--- src/rtl/uart_tx_mmio_if.sv ---
// Core data-bus view of the UART transmitter register window.
interface uart_tx_mmio_if;
    logic [31:0] mem_addr;
    logic [31:0] mem_wdata;
    logic        mem_w_enable;
    logic        mem_r_enable;
    logic [31:0] mmio_rdata;

    modport master (
        output mem_addr,
        output mem_wdata,
        output mem_w_enable,
        output mem_r_enable,
        input  mmio_rdata
    );

    modport slave (
        input  mem_addr,
        input  mem_wdata,
        input  mem_w_enable,
        input  mem_r_enable,
        output mmio_rdata
    );
endinterface

--- src/rtl/uart_tx_mmio.sv ---
// Memory-mapped UART transmitter: TXDATA store pushes a byte into a FIFO,
// STATUS load reports FIFO/line state, 8N1 frames are shifted out LSB first.
module uart_tx_mmio #(
    parameter int unsigned CLKS_PER_BIT = 868,
    parameter int unsigned FIFO_DEPTH   = 8,
    parameter logic [31:0] BASE_ADDR    = 32'h1000_0000
) (
    input  logic          clk,
    input  logic          reset,
    uart_tx_mmio_if.slave bus,
    output logic          txd,
    output logic          tx_busy
);
    localparam int unsigned PTR_W       = $clog2(FIFO_DEPTH);
    localparam int unsigned CNT_W       = PTR_W + 1;
    localparam logic [31:0] ADDR_TXDATA = BASE_ADDR;
    localparam logic [31:0] ADDR_STATUS = BASE_ADDR + 32'd4;
    localparam logic [15:0] BAUD_LAST   = 16'(CLKS_PER_BIT - 1);

    localparam logic [1:0] ST_IDLE  = 2'd0;
    localparam logic [1:0] ST_START = 2'd1;
    localparam logic [1:0] ST_DATA  = 2'd2;
    localparam logic [1:0] ST_STOP  = 2'd3;

    logic [1:0]       state, state_nxt;
    logic [15:0]      baud_cnt, baud_nxt;
    logic [2:0]       bit_idx, bit_nxt;
    logic [7:0]       shift, shift_nxt;
    logic             txd_nxt;
    logic             baud_done;
    logic             pop;

    logic [7:0]       fifo_mem [FIFO_DEPTH];
    logic [PTR_W-1:0] wr_ptr, rd_ptr;
    logic [CNT_W-1:0] count, count_nxt;
    logic             fifo_full, fifo_empty, push;
    logic [31:0]      status_word;

    assign fifo_full   = (count == CNT_W'(FIFO_DEPTH));
    assign fifo_empty  = (count == '0);
    assign push        = bus.mem_w_enable && (bus.mem_addr == ADDR_TXDATA) && !fifo_full;
    assign baud_done   = (baud_cnt == BAUD_LAST);
    assign status_word = {20'b0, 8'(count), 1'b0, tx_busy, fifo_empty, fifo_full};

    // Occupancy after this edge; a push while full was already blocked above.
    always_comb begin
        count_nxt = count;
        case ({push, pop})
            2'b10:   count_nxt = count + CNT_W'(1);
            2'b01:   count_nxt = count - CNT_W'(1);
            default: count_nxt = count;
        endcase
    end

    // FIFO pointers and count; reset empties the queue and drops coincident strobes.
    always_ff @(posedge clk) begin
        if (reset) begin
            wr_ptr <= '0;
            rd_ptr <= '0;
            count  <= '0;
        end else begin
            if (push) wr_ptr <= wr_ptr + PTR_W'(1);
            if (pop)  rd_ptr <= rd_ptr + PTR_W'(1);
            count <= count_nxt;
        end
    end

    // FIFO storage; contents need no reset since the pointers define validity.
    always_ff @(posedge clk) begin
        if (push && !reset) fifo_mem[wr_ptr] <= bus.mem_wdata[7:0];
    end

    // Frame sequencer next-state: IDLE pops, START/DATA/STOP each last CLKS_PER_BIT cycles.
    always_comb begin
        state_nxt = state;
        baud_nxt  = baud_cnt;
        bit_nxt   = bit_idx;
        shift_nxt = shift;
        txd_nxt   = txd;
        pop       = 1'b0;
        case (state)
            ST_IDLE: begin
                txd_nxt = 1'b1;
                if (!fifo_empty) begin
                    pop       = 1'b1;
                    shift_nxt = fifo_mem[rd_ptr];
                    baud_nxt  = '0;
                    bit_nxt   = '0;
                    txd_nxt   = 1'b0;
                    state_nxt = ST_START;
                end
            end
            ST_START: begin
                if (baud_done) begin
                    baud_nxt  = '0;
                    bit_nxt   = '0;
                    txd_nxt   = shift[0];
                    state_nxt = ST_DATA;
                end else begin
                    baud_nxt = baud_cnt + 16'd1;
                end
            end
            ST_DATA: begin
                if (baud_done) begin
                    baud_nxt = '0;
                    if (bit_idx == 3'd7) begin
                        txd_nxt   = 1'b1;
                        state_nxt = ST_STOP;
                    end else begin
                        bit_nxt   = bit_idx + 3'd1;
                        shift_nxt = {1'b0, shift[7:1]};
                        txd_nxt   = shift[1];
                    end
                end else begin
                    baud_nxt = baud_cnt + 16'd1;
                end
            end
            ST_STOP: begin
                if (baud_done) begin
                    baud_nxt  = '0;
                    state_nxt = ST_IDLE;
                end else begin
                    baud_nxt = baud_cnt + 16'd1;
                end
            end
            default: begin
                state_nxt = ST_IDLE;
                txd_nxt   = 1'b1;
            end
        endcase
    end

    // Sequencer state register; txd and tx_busy are registered alongside it.
    always_ff @(posedge clk) begin
        if (reset) begin
            state    <= ST_IDLE;
            baud_cnt <= '0;
            bit_idx  <= '0;
            shift    <= '0;
            txd      <= 1'b1;
            tx_busy  <= 1'b0;
        end else begin
            state    <= state_nxt;
            baud_cnt <= baud_nxt;
            bit_idx  <= bit_nxt;
            shift    <= shift_nxt;
            txd      <= txd_nxt;
            tx_busy  <= (state_nxt != ST_IDLE) || (count_nxt != '0);
        end
    end

    // Read data is only non-zero the cycle after a STATUS load.
    always_ff @(posedge clk) begin
        if (reset) begin
            bus.mmio_rdata <= '0;
        end else if (bus.mem_r_enable && (bus.mem_addr == ADDR_STATUS)) begin
            bus.mmio_rdata <= status_word;
        end else begin
            bus.mmio_rdata <= '0;
        end
    end
endmodule

--- src/flat_wrapper.sv ---
// flat-port wrapper written by rule: the top's interface ports become plain ports
module uart_tx_mmio_flat 
#(
    parameter int unsigned CLKS_PER_BIT = 868,
    parameter int unsigned FIFO_DEPTH   = 8,
    parameter logic [31:0] BASE_ADDR    = 32'h1000_0000
)
  (clk, reset, txd, tx_busy, bus_mem_addr, bus_mem_wdata, bus_mem_w_enable, bus_mem_r_enable, bus_mmio_rdata);
  uart_tx_mmio_if bus_i ();
  input  logic clk;
  input  logic reset;
  output logic txd;
  output logic tx_busy;
  input wire logic [$bits(bus_i.mem_addr)-1:0] bus_mem_addr;
  input wire logic [$bits(bus_i.mem_wdata)-1:0] bus_mem_wdata;
  input wire logic [$bits(bus_i.mem_w_enable)-1:0] bus_mem_w_enable;
  input wire logic [$bits(bus_i.mem_r_enable)-1:0] bus_mem_r_enable;
  output wire logic [$bits(bus_i.mmio_rdata)-1:0] bus_mmio_rdata;
  assign bus_i.mem_addr = bus_mem_addr;
  assign bus_i.mem_wdata = bus_mem_wdata;
  assign bus_i.mem_w_enable = bus_mem_w_enable;
  assign bus_i.mem_r_enable = bus_mem_r_enable;
  assign bus_mmio_rdata = bus_i.mmio_rdata;
  uart_tx_mmio #(.CLKS_PER_BIT(CLKS_PER_BIT), .FIFO_DEPTH(FIFO_DEPTH), .BASE_ADDR(BASE_ADDR)) u_core (.clk(clk), .reset(reset), .bus(bus_i), .txd(txd), .tx_busy(tx_busy));
endmodule
--- config.mk ---
export PLATFORM = sky130hd
export DESIGN_NAME = uart_tx_mmio_flat
export DESIGN_NICKNAME = d
export VERILOG_FILES = /design/src/rtl/uart_tx_mmio_if.sv /design/src/rtl/uart_tx_mmio.sv /design/src/flat_wrapper.sv
export SDC_FILE = /design/constraint.sdc
export NUM_CORES = 1
export LEC_CHECK = 0
export ABC_AREA = 1
export CORE_MARGIN = 4
export CORE_UTILIZATION = 28
export CTS_BUF_LIST = sky130_fd_sc_hd__clkbuf_16
export DETAILED_ROUTE_END_ITERATION = 6
export HOLD_SLACK_MARGIN = 0.06
export SLEW_MARGIN = 20
export SYNTH_ARGS = -nofsm -noshare
export SYNTH_HDL_FRONTEND = slang
export SYNTH_SLANG_ARGS = --single-unit
--- constraint.sdc ---
create_clock -name clk -period 6.46 [get_ports clk]
set_clock_uncertainty 0.05 [all_clocks]
set_input_delay 0.969 -clock clk [delete_from_list [all_inputs] [get_ports clk]]
set_output_delay 0.969 -clock clk [all_outputs]
set_load 0.1 [all_outputs]
======== Yosys cells after proc, flatten, opt, wreduce, memory -nomap -nowiden ========
Memory sizes are Yosys's and may differ from the RTL's. A register that Yosys moved wholly into a read port is not among the register bits.
Index checks and enable logic that the tools add are counted.
cells by class
  mux-type cells .......................... 30
  add/subtract/negate cells ............... 6
  reduce and logical (&&, ||, !) cells .... 18
  equal/unequal tests ..................... 14
  bitwise logic cells ..................... 1
operators with widths
  cell                   count
  $eq 32x29->1 const B   2
  $mux 16                2
  $pmux 16 s2            1
  $mux 8                 3
  $mux 3                 6
  $add 16x1->16 const B  1
  $eq 16x10->1 const B   1
  $pmux 8 s2             1
  $mux 2                 5
  $add 3x1->3 const B    3
  $pmux 3 s3             1
  $mux 1                 8
  $pmux 2 s4             1
  $pmux 4 s2             1
  $eq 2x2->1 const B     3
  $reduce_and 5->1       1
  $add 4x1->4 const B    1
  $eq 2x1->1 const B     2
  $eq 4x4->1 const B     1
  $logic_and 1x1->1      4
  $logic_not 4->1        1
  $ne 2x1->1 const B     2
  $ne 2x2->1 const B     2
  $reduce_and 4->1       1
  other kinds (13)       15
storage, ports and cells
  memories ................................ 1
  bits in writable memories ............... 64
  flip-flop bits (word level) ............. 73
  input bits .............................. 68
memory list
  name             depth  bits a word  read ports  clocked after memory_dff  wr ports  RTL line            RTL
  u_core.fifo_mem  8      8            1           1                         1         uart_tx_mmio.sv:33  logic [7:0] fifo_mem [FIFO_DEPTH];

======== Longest topological paths before layout ========
Gate-level depths: netlist of the first run.
  depth in word-level cells ............... 7
  mapped depth ............................ 17
  depth with buffers taken out ............ 17

======== Worst setup path after synthesis of the first run ========
No wires, ideal clock.
  kind .................................... input -> register
  start ................................... input port bus_mem_addr[27]
  end ..................................... register u_core.tx_busy
  path slack .............................. 3447 ps
  arrival ................................. 2851 ps
  library setup time ...................... 112 ps
  stages .................................. 17
  path through ............................ nor2_1 nand2_1 nor2_1 nand2_1 nor2_1 nand2_1 ha_1 ha_1 nand3_1 inv_1 nor2_1 nand2_1 nand2_1 a21boi_0 nand3_1 nand2_1 nand2_1
between the ends
  word-level cells in the longest chain between the ends .. 7
ends and longest elaborated chain
  element                                          RTL line             RTL
  start, declared                                  flat_wrapper.sv:14   input wire logic [$bits(bus_i.mem_addr)-1:0] bus_mem_addr;
  $eq 32x29->1 *                                   uart_tx_mmio.sv:41   assign push = bus.mem_w_enable && (bus.mem_addr == ADDR_TXDATA) && !fifo_full;
  $logic_and 1x1->1 * (2 in a row)                 uart_tx_mmio.sv:41
  $eq 2x1->1 / $eq 2x2->1 (equally long branches)  uart_tx_mmio.sv:48   case ({push, pop})
  $pmux 4 s2 *                                     uart_tx_mmio.sv:48
  $reduce_bool 4->1 *                              uart_tx_mmio.sv:148  tx_busy <= (state_nxt != ST_IDLE) || (count_nxt != '0);
  $logic_or 1x1->1 *                               uart_tx_mmio.sv:148
  end signal, assigned                             uart_tx_mmio.sv:148
  end, declared                                    uart_tx_mmio.sv:12   output logic tx_busy
Mark *: on every way between the ends. The rest lies on a longest branch, timed or not.
A chain may end at the register's enable or synchronous reset.

======== Worst setup path in the final report of the first run ========
Ends and elaborated chain as after synthesis.

==> summary.txt, run 1 <==
Placed design
  – Post-Place Cells: between 900 and 1,000
  – I/O Buffers: 52
  – HPWL after detailed placement: about 7600 microns
  – Routability congestion estimate: between 0.7 and 0.8

GRT
  – Largest net degree at the start of global routing: 34
  – Tot GR Track Use: 11.03%
  – First-pass GRT wire length: about 19,000 microns
  – Gr ovfl total: 0
  – Vias in the first global route: roughly 3,800
  – Antenna violations before repair: 0

Drt
  – First-pass DRT Iterations: 5
  – Wire per inst: around 12 microns
  – Final routed DRC violation total: 0
  – Via count: between 4,000 and 5,000
  – Uppermost layer routed: met4
  – Routed Antenna Nets: 0
  – Met3 wire len: 634 microns
  – Detailed-route wire length: 11,630 microns
  – Met2 WL: about 5500 microns
  – Vias/cell: between 4 and 5
  – Iteration-0 DRC Markers: roughly 240
  – WL met1: roughly 5200 microns

Die
  – Num rows: 50
  – CORE AREA: approximately 19,000 sq um
  – Die ar.: roughly 22,000 sq um
  – Die X: 147.7 microns
  – Die Ht: about 150 microns
  – Initial cell density of the core: roughly 29%
  – Top Ports: ~100

Timing
  – Period utilization: between 50% and 60%
  – Worst slew pin tran: approximately 1000 ps
  – TNS Setup: 0 ps
  – Final Hold Violating Endpoints: 0
  – Fin crit period: between 3000 and 4000 ps
  – Final setup viols: 0
  – Slew HR: 32.76%
  – Fin. max-slew vios: 0
  – Highest Clock Rate: roughly 0.29 GHz
  – RSZ-0062 raised after global routing: false

Power
  – Seq pwr share: between 40% and 50%
  – Power share of the clock group: about 48%
  – P_int: between 1 and 1.5 mW
  – Switch Pwr: 0.4838 mW
  – Sw frac: about a quarter
  – Pwr per Cell Area: 281.6 nW/um^2
  – VDD IR max: 0.1741 mV
  – Gate power share: ~10%
  – Leak: between 2 and 3 nW

Yosys
  – Synth async-reset ratio: 0%
  – Largest cells by area after synthesis: edfxtp_1, dfxtp_1, nor2_1
  – Synth unique cells: 34
  – Synthesized area per cell: roughly 8.9 sq um
  – Post-Syn Instances: just over 600
  – Number of synthesized flops with an enable pin: between 60 and 70
  – Register area share after synthesis: 53.88%
  – Cell with the most instances after synthesis: nor2_1
  – Post-synth top area cell: edfxtp_1
  – Yosys warning total: 0
  – Post-synth top cells: nor2_1, nand2_1, edfxtp_1
  – Post-synthesis cell area: approximately 5500 sq um
  – Prevailing post-synth register cell: edfxtp_1
  – Yosys reg bits: 115
  – Yosys top cell area share: 35.19%

Clock tree
  – Total CTS buffers: 17
  – CTS tree: yes
  – Post-CTS Resized: 0
  – Worst-path clk slew: approximately 50 ps
  – # hold bufs at CTS: 0
  – Post-CTS Setup Bufs: 0
  – CTS H-Tree Depth: 4
  – Clk buf depth: 2
  – Clk sink count: 115
  – Root Driver: clkbuf_16
  – Worst-skew pair later-pin latency: around 420 ps

Flow run
  – Max_cap viols: 0

Status
  – Status: finished, final reports clean

Setup path
  – Startpoint Class: primary input
  – CP cell instances: clkdlybuf4s50_1, nor2_1, nand2_1, nor2_1, nand2_1, nor2_1, nand2_1, ha_1, ha_1, nand3_1, inv_1, nor2_1, nand2_1, nand2_1, a21boi_0, nand3_1, nand2_1, nand2_1
  – CP Capture Type: flop
  – CP max-delay cell: clkdlybuf4s50_1
  – Worst Path Required: 6710 ps
  – Worst Path Arrival: around 3700 ps
  – CP dominant cell by count: nand2_1
  – Worst-path maximum fanout: 6
  – Kind of critical path: primary input to flop
  – CP peak stage delay: about 400 ps

Finish
  – # diodes: 0
  – Fraction of layout cells with a size suffix above 1: approximately 7.9%
  – Area growth syn-to-layout: 22.50%
  – Finished Layout Cells: roughly 940
  – Fin util: around a third
  – NumNets Final: 752

Hold path
  – Tightest Hold Check Type: flop to flop
worst paths after layout:
kind	slack, ps	end	depth (start not counted)	start
worst max-delay path	2990	u_core.tx_busy$_SDFF_PP0_	18	bus_mem_addr[27]
worst min-delay path	380	u_core.bus.mmio_rdata[2]$_SDFF_PP0_	2	u_core.tx_busy$_SDFF_PP0_
worst max register to register	3750	u_core.tx_busy$_SDFF_PP0_	14	u_core.count[0]$_SDFF_PP0_
worst min register to register	380	u_core.bus.mmio_rdata[2]$_SDFF_PP0_	2	u_core.tx_busy$_SDFF_PP0_
layout by cell type (no fill, tap or decap), types with 2 or more instances in the layout:
| cell | n |
|---|---|
| nand2_4 | 4 |
| clkdlybuf4s50_1 | 52 |
| nor2_4 | 2 |
| xor2_1 | 5 |
| nand2_1 | 91 |
| nand3_1 | 33 |
| nand2_2 | 6 |
| inv_2 | 3 |
| inv_6 | 3 |
| nor2_1 | 124 |
| dfxtp_1 | 50 |
| inv_1 | 59 |
| o21bai_1 | 3 |
| clkbuf_16 | 17 |
| a21oi_2 | 4 |
| edfxtp_1 | 64 |
| ha_1 | 13 |
| o21ai_0 | 46 |
| nor3b_1 | 3 |
| nor2_2 | 2 |
| nor3_1 | 8 |
| o211ai_1 | 15 |
| clkinvlp_4 | 3 |
| clkinv_2 | 3 |
| a21oi_1 | 29 |
| conb_1 | 25 |
| bufinv_16 | 2 |
| o21a_1 | 2 |
state kept, by name (all words and copies together) (netlist names), 3 cells and up, named ones only:
| name | cells |
|---|---|
| u_core.wr_ptr | 3 |
| u_core.rd_ptr | 3 |
| u_core.count | 4 |
| u_core.shift | 8 |
| u_core.bit_idx | 3 |
| u_core.fifo_mem | 64 |
| u_core.baud_cnt | 16 |
| u_core.bus.mmio_rdata | 7 |
stage by stage:
stage	hold WS (ps)	instance area, sq um	worst slack, ps	power (mW)
3_5_place_dp	381.7	6123	2499	1.000
5_1_grt	436.0	6690	2591	1.947
2_1_floorplan	383.4	5552	3447	0.9654
4_1_cts	387.8	6689	2923	1.897
3_3_place_gp	378.0	6123	2548	0.9985
6_report	382.8	6690	2991	1.884
worst max-delay path: cells and delay by family:
family                   cells  cell delay, ps
AND/OR/NAND/NOR             13            1370
buffers and inverters        2             470
adder cells (fa/ha/maj)      2             690
AO/OA/AOI/OAI                1             230
area by class of cell:
class | instances | area [sq um]
repair buffers | 53 | 528.0
fillers | 1927 | 12270
clock inverters | 14 | 140.1
clock buffers | 17 | 425.4
flip-flops and latches | 115 | 2944
well taps | 260 | 325.3
multi-input cells | 423 | 2102
inverters | 60 | 225.2
metal layers:
layer	GRT usage, %	vias to the layer above
met1	13.33	1878
met4	5.126	0
met2	18.10	114
met3	3.311	13
li1	-	2095
met5	0	-
logic make-up after synthesis:
family	share of synthesized area [%]
AO/OA/AOI/OAI	10.65
XOR/XNOR	0.9622
adder cells (fa/ha/maj)	3.345
buffers and inverters	9.278
flip-flops	53.88
other	0.06866
AND/OR/NAND/NOR	21.81
power groups by stage:
stage / registers (mW) / logic (mW) / clock network, mW
2_1_floorplan: 0.816 / 0.149 / 0
3_3_place_gp: 0.806 / 0.192 / 0
3_5_place_dp: 0.806 / 0.194 / 0
4_1_cts: 0.791 / 0.195 / 0.911
5_1_grt: 0.793 / 0.212 / 0.942
6_report: 0.791 / 0.194 / 0.899
Power figures use the tool's default switching activity.
==> run 2: changes to the inputs <==
- clock period: 6.46 -> 3.54 ns (I/O delays scaled with it)
==> summary.txt, run 2 (same netlist as run 1, synthesis figures left out) <==
Clock tree
  – Post-CTS Setup Bufs: 0
  – Clk sink count: around 120
  – # hold bufs at CTS: 0
  – Total CTS buffers: 17
  – CTS H-Tree Depth: 4
  – Post-CTS Resized: 0
  – Clk buf depth: 2
  – CTS tree: yes
  – Worst-path clk slew: 50 ps
  – Root Driver: clkbuf_16
  – Worst-skew pair later-pin latency: between 400 and 500 ps

Setup path
  – Startpoint Class: primary input
  – Kind of critical path: primary input to flop
  – CP cell instances: clkdlybuf4s50_1, nor2_1, nand2_1, nor2_1, nand2_1, nor2_1, nand2_1, ha_1, ha_1, nand3_1, inv_1, nor2_1, nand2_1, nand2_1, a21boi_0, nand3_1, nand2_1, nand2_1
  – CP max-delay cell: clkdlybuf4s50_1
  – CP Capture Type: flop
  – CP dominant cell by count: nand2_1
  – CP peak stage delay: around 400 ps
  – Cell family with most CP delay: simple AND/OR/NAND/NOR gates
  – Worst-path maximum fanout: 5
  – Worst Path Arrival: around 3000 ps
  – Worst Path Required: between 3000 and 4000 ps
  – CP Buf/Inv Count: 2

Timing
  – Highest Clock Rate: about 0.36 GHz
  – Fin crit period: 2752 ps
  – Worst slew pin tran: ~1000 ps
  – Worst hold slack: between 300 and 400 ps
  – Fin. max-slew vios: 0
  – Final Hold Violating Endpoints: 0
  – Period utilization: between 70% and 80%
  – Slew HR: a little under a third
  – TNS Setup: 0 ps
  – RSZ-0062 raised after global routing: false
  – Final setup viols: 0

Finish
  – # diodes: 0
  – Design area: between 6000 and 7000 sq um
  – Area growth syn-to-layout: 25.15%
  – Commonest cells after routing, fill and taps aside: nor2_1, nand2_1, edfxtp_1, inv_1, clkdlybuf4s50_1
  – Fraction of layout cells with a size suffix above 1: 9.626%
  – NumNets Final: 765
  – Finished Layout Cells: around 960
  – Most common cell after layout, fill and taps aside: nor2_1
  – Largest register FFs: 64
  – Biggest regs: u_core.fifo_mem x64, u_core.baud_cnt x16, u_core.shift x8
  – Largest reg by FF count: u_core.fifo_mem
  – # fillers: between 1,500 and 2,000

Drt
  – Vias/cell: 4.251
  – Final routed DRC violation total: 0
  – Routed Antenna Nets: 0
  – Wire per inst: 12.01 microns
  – Iteration-0 DRC Markers: approximately 190
  – Via count: ~4,000
  – First-pass DRT Iterations: 4
  – Detailed-route wire length: between 10,000 and 15,000 microns

GRT
  – Largest net degree at the start of global routing: 34
  – Global Route met3 Usage: 3.495%
  – Antenna violations before repair: 0
  – Met2 usage: 18.28%
  – GRT met1 Usage: around 14%
  – Gr ovfl total: 0
  – Vias in the first global route: 3,917
  – First-pass GRT wire length: around 19,000 microns
  – GR peak layer: met2
  – Tot GR Track Use: between 10% and 20%

Placed design
  – HPWL after detailed placement: between 7000 and 8000 microns
  – Routability congestion estimate: 0.7821
  – I/O Buffers: 52
  – DP Area: 6221 sq um
  – Post-Place Cells: 924

Power
  – Total chip power: around 3.5 mW
  – VDD IR max: approximately 0.37 mV
  – Pwr per Cell Area: between 500 and 600 nW/um^2
  – Leak: 2.634 nW

Die
  – CORE AREA: roughly 19,000 sq um
  – Die X: about 150 microns
  – Num rows: 50
  – Die ar.: between 20,000 and 25,000 sq um
  – Die Ht: about 150 microns
  – Initial cell density of the core: approximately 29%
  – Top Ports: 102

Flow run
  – Max_cap viols: 0

Status
  – Status: finished, final reports clean

Hold path
  – Tightest Hold Check Type: flop to flop
[run 2: cell count changes in the layout (fill, tap and decap cells not counted), sizes merged]
cell      before  now
clkbuf        17   20
clkinvlp       3    2
bufinv         2    1
buf            1   14
[run 2: area by class of cell]
class                   count  area (sq um)  area share, %
clock buffers              20         500.5          7.322
clock inverters            12         113.9          1.666
multi-input cells         423          2102          30.75
flip-flops and latches    115          2943          43.05
well taps                 260         325.3          4.759
repair buffers             66         625.6          9.152
inverters                  60         225.2          3.295
[run 2: layer usage]
| metal | vias up | routed length [microns] |
|---|---|---|
| met5 | - | 0 |
| met4 | 0 | 147 |
| met3 | 12 | 588 |
| met2 | 91 | 5460 |
| met1 | 1833 | 5288 |
| li1 | 2128 | - |
[run 2: worst paths after layout]
path                                            startpoint  depth (start not counted)  slack, ps                                  end
worst max-delay path                      bus_mem_addr[27]                         18        790            u_core.tx_busy$_SDFF_PP0_
worst min-delay path             u_core.tx_busy$_SDFF_PP0_                          2        380  u_core.bus.mmio_rdata[2]$_SDFF_PP0_
worst max register to register  u_core.count[3]$_SDFF_PP0_                         14        920            u_core.tx_busy$_SDFF_PP0_
worst min register to register   u_core.tx_busy$_SDFF_PP0_                          2        380  u_core.bus.mmio_rdata[2]$_SDFF_PP0_
[run 2: metrics by stage]
step / setup WS (ps) / utilization [%]
global placement: 363.7 / 32.82
global route: 444.7 / 36.06
finish: 787.7 / 36.06
floorplan: 965.0 / -
CTS: 761.0 / 36.06
detailed placement: 335.9 / 32.82
[run 2: power breakdown]
group / internal [mW] / switching (mW) / leakage [nW]
combinational: 0.101 / 0.254 / 1.35
clock: 1.10 / 0.631 / 0.298
sequential: 1.43 / 0.0138 / 0.987
total: 2.63 / 0.899 / 2.63
[run 2: tightest hold or removal path: stages, from the launching register on]
cell and delay (ps):
dfxtp_1 310, inv_1 50, nor2_1 30
==> run 3: changes to the inputs <==
- clock period: 3.54 -> 2.7 ns (I/O delays scaled with it)
==> summary.txt, run 3 (same netlist as run 1, synthesis figures left out) <==
Status
  – Status: finished, final reports clean

Clock tree
  – Post-CTS Resized: 0
  – Clk buf depth: 2
  – Total CTS buffers: 17
  – Worst-path clk slew: 60 ps
  – CTS H-Tree Depth: 4
  – Post-CTS Setup Bufs: 0
  – # hold bufs at CTS: 0
  – Clk sink count: between 100 and 150
  – Root Driver: clkbuf_16
  – CTS tree: yes
  – Worst-skew pair later-pin latency: around 410 ps

Die
  – Top Ports: 102
  – Die Ht: ~150 microns
  – Die X: about 150 microns
  – Initial cell density of the core: between 20 and 30%
  – Num rows: 50
  – Die ar.: between 20,000 and 25,000 sq um
  – CORE AREA: 18,960 sq um

GRT
  – Antenna violations before repair: 0
  – Vias in the first global route: about 4,000
  – Largest net degree at the start of global routing: 33
  – First-pass GRT wire length: ~19,000 microns
  – Tot GR Track Use: roughly 11%
  – Gr ovfl total: 0

Setup path
  – Worst-path maximum fanout: 4
  – Worst Path Arrival: between 2000 and 3000 ps
  – FF-to-FF setup slack: around 250 ps
  – Reg2reg end: u_core.tx_busy$_SDFF_PP0_
  – Worst Path Required: roughly 3000 ps
  – Cell depth of the worst flop-to-flop path: 14
  – Startpoint Class: primary input
  – Kind of critical path: primary input to flop
  – Crit path launch: bus_mem_addr[28]
  – CP Capture Type: flop
  – RR Startpoint: u_core.count[2]$_SDFF_PP0_
  – Critical Path Sink: u_core.tx_busy$_SDFF_PP0_

Drt
  – Routed Antenna Nets: 0
  – First-pass DRT Iterations: 4
  – Detailed-route wire length: approximately 12,000 microns
  – Final routed DRC violation total: 0
  – Via count: ~4,100
  – Iteration-0 DRC Markers: 260
  – Vias/cell: 4.241
  – Wire per inst: around 12 microns

Finish
  – Largest reg by FF count: u_core.fifo_mem
  – NumNets Final: between 700 and 800
  – Finished Layout Cells: slightly below 1,000
  – Largest register FFs: 64
  – Design area: 6915 sq um
  – Fin util: a little over a third
  – # diodes: 0
  – Biggest regs: u_core.fifo_mem x64, u_core.baud_cnt x16, u_core.shift x8
  – Most common cell after layout, fill and taps aside: nor2_1
  – Area growth syn-to-layout: 26.62%
  – Commonest cells after routing, fill and taps aside: nor2_1, nand2_1, edfxtp_1, inv_1, dfxtp_1
  – Fraction of layout cells with a size suffix above 1: 12.66%

Placed design
  – Routability congestion estimate: about 0.77
  – Post-Place Cells: around 940
  – I/O Buffers: 52
  – DP Area: between 6000 and 7000 sq um
  – HPWL after detailed placement: 7817 microns

Hold path
  – Tightest Hold Check Type: flop to flop

Power
  – VDD IR max: 0.4576 mV
  – Total chip power: around 4.6 mW
  – Leak: between 2 and 3 nW
  – Pwr per Cell Area: between 600 and 700 nW/um^2

Timing
  – Fin. max-slew vios: 0
  – Period utilization: around 93%
  – Final Hold Violating Endpoints: 0
  – RSZ-0062 raised after global routing: false
  – Final setup viols: 0
  – Fin crit period: around 2500 ps
  – TNS Setup: 0 ps
  – Highest Clock Rate: 0.3973 GHz

Flow run
  – Max_cap viols: 0
[run 3: changes by cell type in the layout (fill, tap and decap cells not counted), sizes merged]
cell	previous run	this run
clkbuf	20	17
clkinv	4	6
buf	14	38
bufinv	1	3
clkinvlp	2	1
clkdlybuf4s50	52	43
[run 3: power by group]
group	switching, mW	internal (mW)	total, mW	leakage, nW
clock network	0.818	1.46	2.27	0.295
registers	0.0162	1.87	1.89	0.987
logic	0.336	0.137	0.472	1.44
[run 3: per-layer routing]
layer	wire, microns	part of all wire, %	up-vias	GRT usage (%)
li1	-	-	2153	-
met1	5308	46	1850	13.77
met2	5441	47	103	17.96
met3	599	5.2	12	2.330
met4	165	1.4	0	5.266
met5	0	0	-	0
[run 3: layout make-up]
cell class                 count  area, sq um
tap                          260        325.3
sequential                   115         2943
timing repair buffer          81        715.7
multi-input combinational    423         2102
clock inverter                15        178.9
clock buffer                  17        425.4
fill                        1897        12040
inverter                      60        225.2
[run 3: worst max-delay path, cell delays in order]
cell and delay, ps:
clkdlybuf4s50_1 450, nand2_1 50, nor3_1 190, nand2_1 80, nor2_1 160, nand2_1 100
ha_1 270, ha_1 330, nand3_1 110, inv_1 70, nor2_1 40, nand2_1 40
nand2_1 40, a21boi_0 210, nand3_1 110, nand2_1 60, nand2_1 50
[run 3: through the flow]
step / hold WS (ps) / setup WS, ps
after floorplan: 383.4 / 251.0
after global placement: 385.9 / -205.4
after detailed placement: 389.3 / -227.7
after CTS: 397.2 / 205.4
after global routing: 423.1 / 5.246
final: 391.4 / 183.1
[run 3: worst min path at each step]
stage | from | endpoint | cells after the start
6_report | u_core.tx_busy$_SDFF_PP0_ | u_core.bus.mmio_rdata[2]$_SDFF_PP0_ | 2
4_1_cts | u_core.tx_busy$_SDFF_PP0_ | u_core.bus.mmio_rdata[2]$_SDFF_PP0_ | 2
2_1_floorplan | u_core.rd_ptr[2]$_SDFFE_PP0N_ | flop | 2
5_1_grt | u_core.tx_busy$_SDFF_PP0_ | u_core.bus.mmio_rdata[2]$_SDFF_PP0_ | 2
3_5_place_dp | u_core.tx_busy$_SDFF_PP0_ | u_core.bus.mmio_rdata[2]$_SDFF_PP0_ | 2
3_3_place_gp | u_core.tx_busy$_SDFF_PP0_ | u_core.bus.mmio_rdata[2]$_SDFF_PP0_ | 2
